--- config.mk ---
export PLATFORM = sky130hd
export DESIGN_NAME = bit_serial_adder
export DESIGN_NICKNAME = d
export VERILOG_FILES = /design/src/rtl/bit_serial_adder_pkg.sv /design/src/rtl/bit_serial_adder_full_adder.sv /design/src/rtl/bit_serial_adder.sv
export SDC_FILE = /design/constraint.sdc
export NUM_CORES = 1
export LEC_CHECK = 0
export BUFFER_PORTS_ARGS = -buffer_cell sky130_fd_sc_hd__buf_4
export CORE_MARGIN = 8
export CORE_UTILIZATION = 25
export CTS_CLUSTER_DIAMETER = 60
export DETAILED_ROUTE_END_ITERATION = 7
export SYNTH_ARGS = -nofsm -noshare
export SYNTH_HDL_FRONTEND = slang
export SYNTH_HIERARCHICAL = 1
export SYNTH_SLANG_ARGS = --single-unit
--- constraint.sdc ---
create_clock -name bsa_clk -period 1.87 [get_ports bsa_clk]
set_input_delay 0.4675 -clock bsa_clk [delete_from_list [all_inputs] [get_ports bsa_clk]]
set_output_delay 0.4675 -clock bsa_clk [all_outputs]
set_load 0.005 [all_outputs]
--- src/rtl/bit_serial_adder_pkg.sv ---
// Shared constants for the bit-serial adder: default width and FSM state encodings.
package bsa_pkg;

  localparam int unsigned BSA_DEFAULT_WIDTH = 8;

  localparam logic [1:0] ST_IDLE = 2'd0;
  localparam logic [1:0] ST_RUN  = 2'd1;
  localparam logic [1:0] ST_DONE = 2'd2;

  // The unused encoding 2'd3 is treated as IDLE so a corrupted state recovers.
  function automatic logic [1:0] bsa_decode_state(input logic [1:0] st);
    return ((st == ST_RUN) || (st == ST_DONE)) ? st : ST_IDLE;
  endfunction

endpackage

--- src/rtl/bit_serial_adder_full_adder.sv ---
// Combinational 1-bit full adder used as the single arithmetic cell of the serial datapath.
module bsa_full_adder (
  input  logic i_a,
  input  logic i_b,
  input  logic i_cin,
  output logic o_s,
  output logic o_cout
);

  logic w_p;

  assign w_p    = i_a ^ i_b;
  assign o_s    = w_p ^ i_cin;
  assign o_cout = (i_a & i_b) | (i_cin & w_p);

endmodule

--- src/rtl/bit_serial_adder.sv ---
// Sequential A + B + Cin, one bit per clock LSB first, with start/busy/done handshake.
module bit_serial_adder
  import bsa_pkg::*;
#(
  parameter int unsigned WIDTH = BSA_DEFAULT_WIDTH
) (
  input  logic             bsa_clk,
  input  logic             bsa_rst_n,
  input  logic             bsa_start,
  input  logic [WIDTH-1:0] bsa_A,
  input  logic [WIDTH-1:0] bsa_B,
  input  logic             bsa_Cin,
  output logic             bsa_busy,
  output logic             bsa_done,
  output logic [WIDTH-1:0] bsa_Sum,
  output logic             bsa_Cout,
  output logic             bsa_Ovf
);

  localparam int unsigned CNT_W = $clog2(WIDTH);
  localparam logic [CNT_W-1:0] LAST_CNT = CNT_W'(WIDTH - 1);

  logic [1:0]       r_state;
  logic [1:0]       w_state;
  logic [WIDTH-1:0] r_sh_a;
  logic [WIDTH-1:0] r_sh_b;
  logic [WIDTH-2:0] r_sh_sum;
  logic             r_carry;
  logic [CNT_W-1:0] r_cnt;
  logic             r_sign_a;
  logic             r_sign_b;

  logic             w_s;
  logic             w_cout;
  logic [WIDTH-1:0] w_sum_next;

  assign w_state = bsa_decode_state(r_state);

  bsa_full_adder u_fa (
    .i_a    (r_sh_a[0]),
    .i_b    (r_sh_b[0]),
    .i_cin  (r_carry),
    .o_s    (w_s),
    .o_cout (w_cout)
  );

  // The partial sum keeps only WIDTH-1 bits; the final bit arrives straight from the adder.
  assign w_sum_next = {w_s, r_sh_sum};

  always_ff @(posedge bsa_clk) begin
    if (!bsa_rst_n) begin
      r_state  <= ST_IDLE;
      r_sh_a   <= '0;
      r_sh_b   <= '0;
      r_sh_sum <= '0;
      r_carry  <= 1'b0;
      r_cnt    <= '0;
      r_sign_a <= 1'b0;
      r_sign_b <= 1'b0;
      bsa_busy <= 1'b0;
      bsa_done <= 1'b0;
      bsa_Sum  <= '0;
      bsa_Cout <= 1'b0;
      bsa_Ovf  <= 1'b0;
    end else begin
      bsa_done <= 1'b0;
      case (w_state)
        ST_IDLE: begin
          if (bsa_start) begin
            r_sh_a   <= bsa_A;
            r_sh_b   <= bsa_B;
            r_sh_sum <= '0;
            r_carry  <= bsa_Cin;
            r_cnt    <= '0;
            r_sign_a <= bsa_A[WIDTH-1];
            r_sign_b <= bsa_B[WIDTH-1];
            bsa_busy <= 1'b1;
            r_state  <= ST_RUN;
          end else begin
            r_state  <= ST_IDLE;
          end
        end
        ST_RUN: begin
          r_sh_a   <= {1'b0, r_sh_a[WIDTH-1:1]};
          r_sh_b   <= {1'b0, r_sh_b[WIDTH-1:1]};
          r_sh_sum <= w_sum_next[WIDTH-1:1];
          r_carry  <= w_cout;
          r_cnt    <= r_cnt + 1'b1;
          if (r_cnt == LAST_CNT) begin
            bsa_Sum  <= w_sum_next;
            bsa_Cout <= w_cout;
            bsa_Ovf  <= (r_sign_a == r_sign_b) && (w_s != r_sign_a);
            bsa_busy <= 1'b0;
            bsa_done <= 1'b1;
            r_state  <= ST_DONE;
          end
        end
        ST_DONE: begin
          r_state <= ST_IDLE;
        end
        default: begin
          r_state <= ST_IDLE;
        end
      endcase
    end
  end

endmodule

==> metrics <==
Routability Congestion=0.7087; number of setup buffers added after CTS=0; Die Wd=roughly 100 um; initial antenna violation count=0; Cell variety after synth=28; CTS Buffer Depth=2; slowest CP cell=mux2_4; unrepaired setup endpoints after global routing=false; Worst setup EP type=register; Critical Path RT=2.06 ns; H-tree levels=2; P_sw=0.4534 mW; setup_tns=0 ns; CP Class=register to register; final period utilization=0.9079; post-layout min period=1.698 ns; Pwr Total=between 1.5 and 2 mW; top-area cell type share of the netlist area=0.4514; class of the worst hold path=primary input to register; WL final=3798 um; Final ANT Viol Nets=0; Reg clk slew, reported paths=about 0.08 ns; number of buffers and inverters on the critical path=1; Max Freq=between 500 and 600 MHz; final hold vios=0; largest delay contributor family on the critical path=multiplexers; post-route DRC violation count=0; largest net degree at the start of global routing=44; Logic pwr share=0.121; register area share after synthesis=0.4514; critical-path cell list=inv_1 -> ha_1 -> mux2_4 -> o211a_1; root buf cell=clkbuf_8; clk_lat worst skew=~0.29 ns; Starting Density=0.2520; Syn Inst Count=approximately 200; Setup Skew=0.004346 ns; Max Cap Viol=0; WL/cell=11.54 um; measured slew at the worst slew-check pin=0.3920 ns; switching portion of total power=0.2309; CP max stage delay=just under 0.5 ns; syn_area_per_cell=9.582 um2; Synth area leader=dfxtp_1; Flop pwr share=0.500; Die H=103.3 um; 1st-pass router iterations=5; share of layout cells above drive strength 1=0.1982; Arr. time, crit path=between 1.5 and 2 ns; Crit Path Max Fanout=40; FF+latch count, synth=43; Worst Setup Start Kind=register; Post-Syn Area=1907 um2; Port-buffer cells=31; Tot GR Track Use=0.07528; Row Count=32; Core Region=7567 um2; number of global-route vias before repair=around 1300; CTS tree=done; syn nets=224; Detail Placement HPWL=2675 um; Clock Sinks=between 40 and 50; via count=1425; Clock power frac=0.378; final setup vio count=0; Ports=32; final worst slack=about 0.17 ns; Fillers=809; PD cells=849.1 nW/um2; n_diodes=0; count of hold buffers inserted by post-cts repair=0; First DRT Iteration DRCs=66; leakage=1.050 nW; peak supply drop=0.3838 mV; nets=251; Final Max Slew Viols=0; die area=10680 um2; area grow syn2layout=21.26%; Synth area leaders=dfxtp_1 45%, nand2_1 9.1%, mux2i_1 8.4%; Slew HR=0.7386; P_int=around 1.5 mW; dpl ws=0.1895 ns; Overflow after GRT=0; first-pass GRT wire length=6244 um; cts repair resizes=0; outcome=finished clean; total number of yosys warnings=6; Vias/cell=4.331; TritonCTS Buffers=5
==> power by group through the flow <==
stage                     sequential, mW  clock (mW)  combinational, mW
after global routing               0.990       0.800              0.266
after CTS                          0.983       0.764              0.241
after global placement              1.00           0              0.238
final                              0.982       0.743              0.238
after detailed placement            1.00           0              0.240
after floorplan                    0.998           0              0.184
==> per-stage QoR <==
| step | cell area, um2 | util | hold WS (ns) | instances |
|---|---|---|---|---|
| floorplan | 1907 | - | 0.4310 | 199 |
| global placement | 2195 | 0.2900 | 0.4411 | 321 |
| detailed placement | 2195 | 0.2900 | 0.4543 | 321 |
| CTS | 2312 | 0.3056 | 0.4573 | 329 |
| global route | 2312 | 0.3056 | 0.4691 | 329 |
| finish | 2312 | 0.3056 | 0.4524 | 329 |
==> cells in the mapped netlist <==
library cell,number
nand2_1,46
dfxtp_1,43
mux2i_1,16
o211a_1,16
a21boi_0,12
nand3_1,11
a21boi_1,10
buf_2,4
buf_6,4
clkbuf_1,4
ha_1,4
a21oi_1,3
buf_4,3
nor2b_1,3
a22oi_1,2
and2_1,2
and3b_1,2
inv_1,2
nor2_1,2
o21a_1,2
and3_1,1
fa_1,1
mux2_4,1
nand2_2,1
nand2b_1,1
nand3b_1,1
nor3_1,1
o21ai_0,1
==> cells in the final DEF, fill, tap and decap left out, drive strengths merged, types with 2 or more instances in the layout <==
master   n
o21a     2
dfxtp   43
a21boi  22
a22oi    2
inv      2
nor2b    3
and2     2
a21oi    3
nand2   47
mux2i   16
buf     35
clkbuf   6
nor2     2
o211a   16
nand3   11
ha       4
and3b    2
==> sequential cells by signal, summed over array words and instances, names as in the netlist <==
signal and flops:
bsa_Cout 1, bsa_Ovf 1, r_carry 1, bsa_busy 1, r_sign_b 1, bsa_done 1
r_sh_b 8, bsa_Sum 8, r_sign_a 1, r_state 2, r_sh_sum 7, r_cnt 3
r_sh_a 8
==> layout make-up <==
class                   instances  area (um2)  area share
clock inverters                 2       35.03     0.01515
repair buffers                 35       262.8      0.1136
clock buffers                   6       82.58     0.03571
inverters                       2       7.507    0.003247
flip-flops and latches         43       860.8      0.3723
multi-input cells             139       935.9      0.4048
well taps                     102       127.6     0.05519
==> final timing paths <==
kind,startpoint,endpoint,slack (ns),cells after the start
worst max-delay path,r_state[0]$_SDFFE_PN0P_,r_sh_b[0]$_SDFFE_PN0P_,0.17,4
worst min-delay path,bsa_B[7],r_sh_b[7]$_SDFFE_PN0P_,0.45,3
worst max register to register,r_state[0]$_SDFFE_PN0P_,r_sh_b[0]$_SDFFE_PN0P_,0.17,4
worst min register to register,r_cnt[2]$_SDFFE_PN0P_,r_cnt[2]$_SDFFE_PN0P_,0.46,2
==> logic make-up (layout without fill, tap and decap cells) <==
group                      after synthesis  in the layout  synth area share
muxes                                   17             17           0.09186
buffers and inverters                   17             45           0.05774
adders and majority gates                5              5           0.03675
and+or+nand+nor                         71             71            0.1654
AOI/OAI and AO/OA                       46             46            0.1968
DFF                                     43             43            0.4514
==> metal layers <==
metal  routed length, um  global-route usage
met1                1755             0.08784
met2                1678              0.1161
met3                 320             0.03414
met4                  43             0.03337
met5                   0                   0
==> worst reg2reg max path: stages, from the launching register on <==
cell	delay, ns
dfxtp_1	0.35
inv_1	0.05
ha_1	0.42
mux2_4	0.49
o211a_1	0.28
Note: power is estimated with default switching activity, not from simulation.
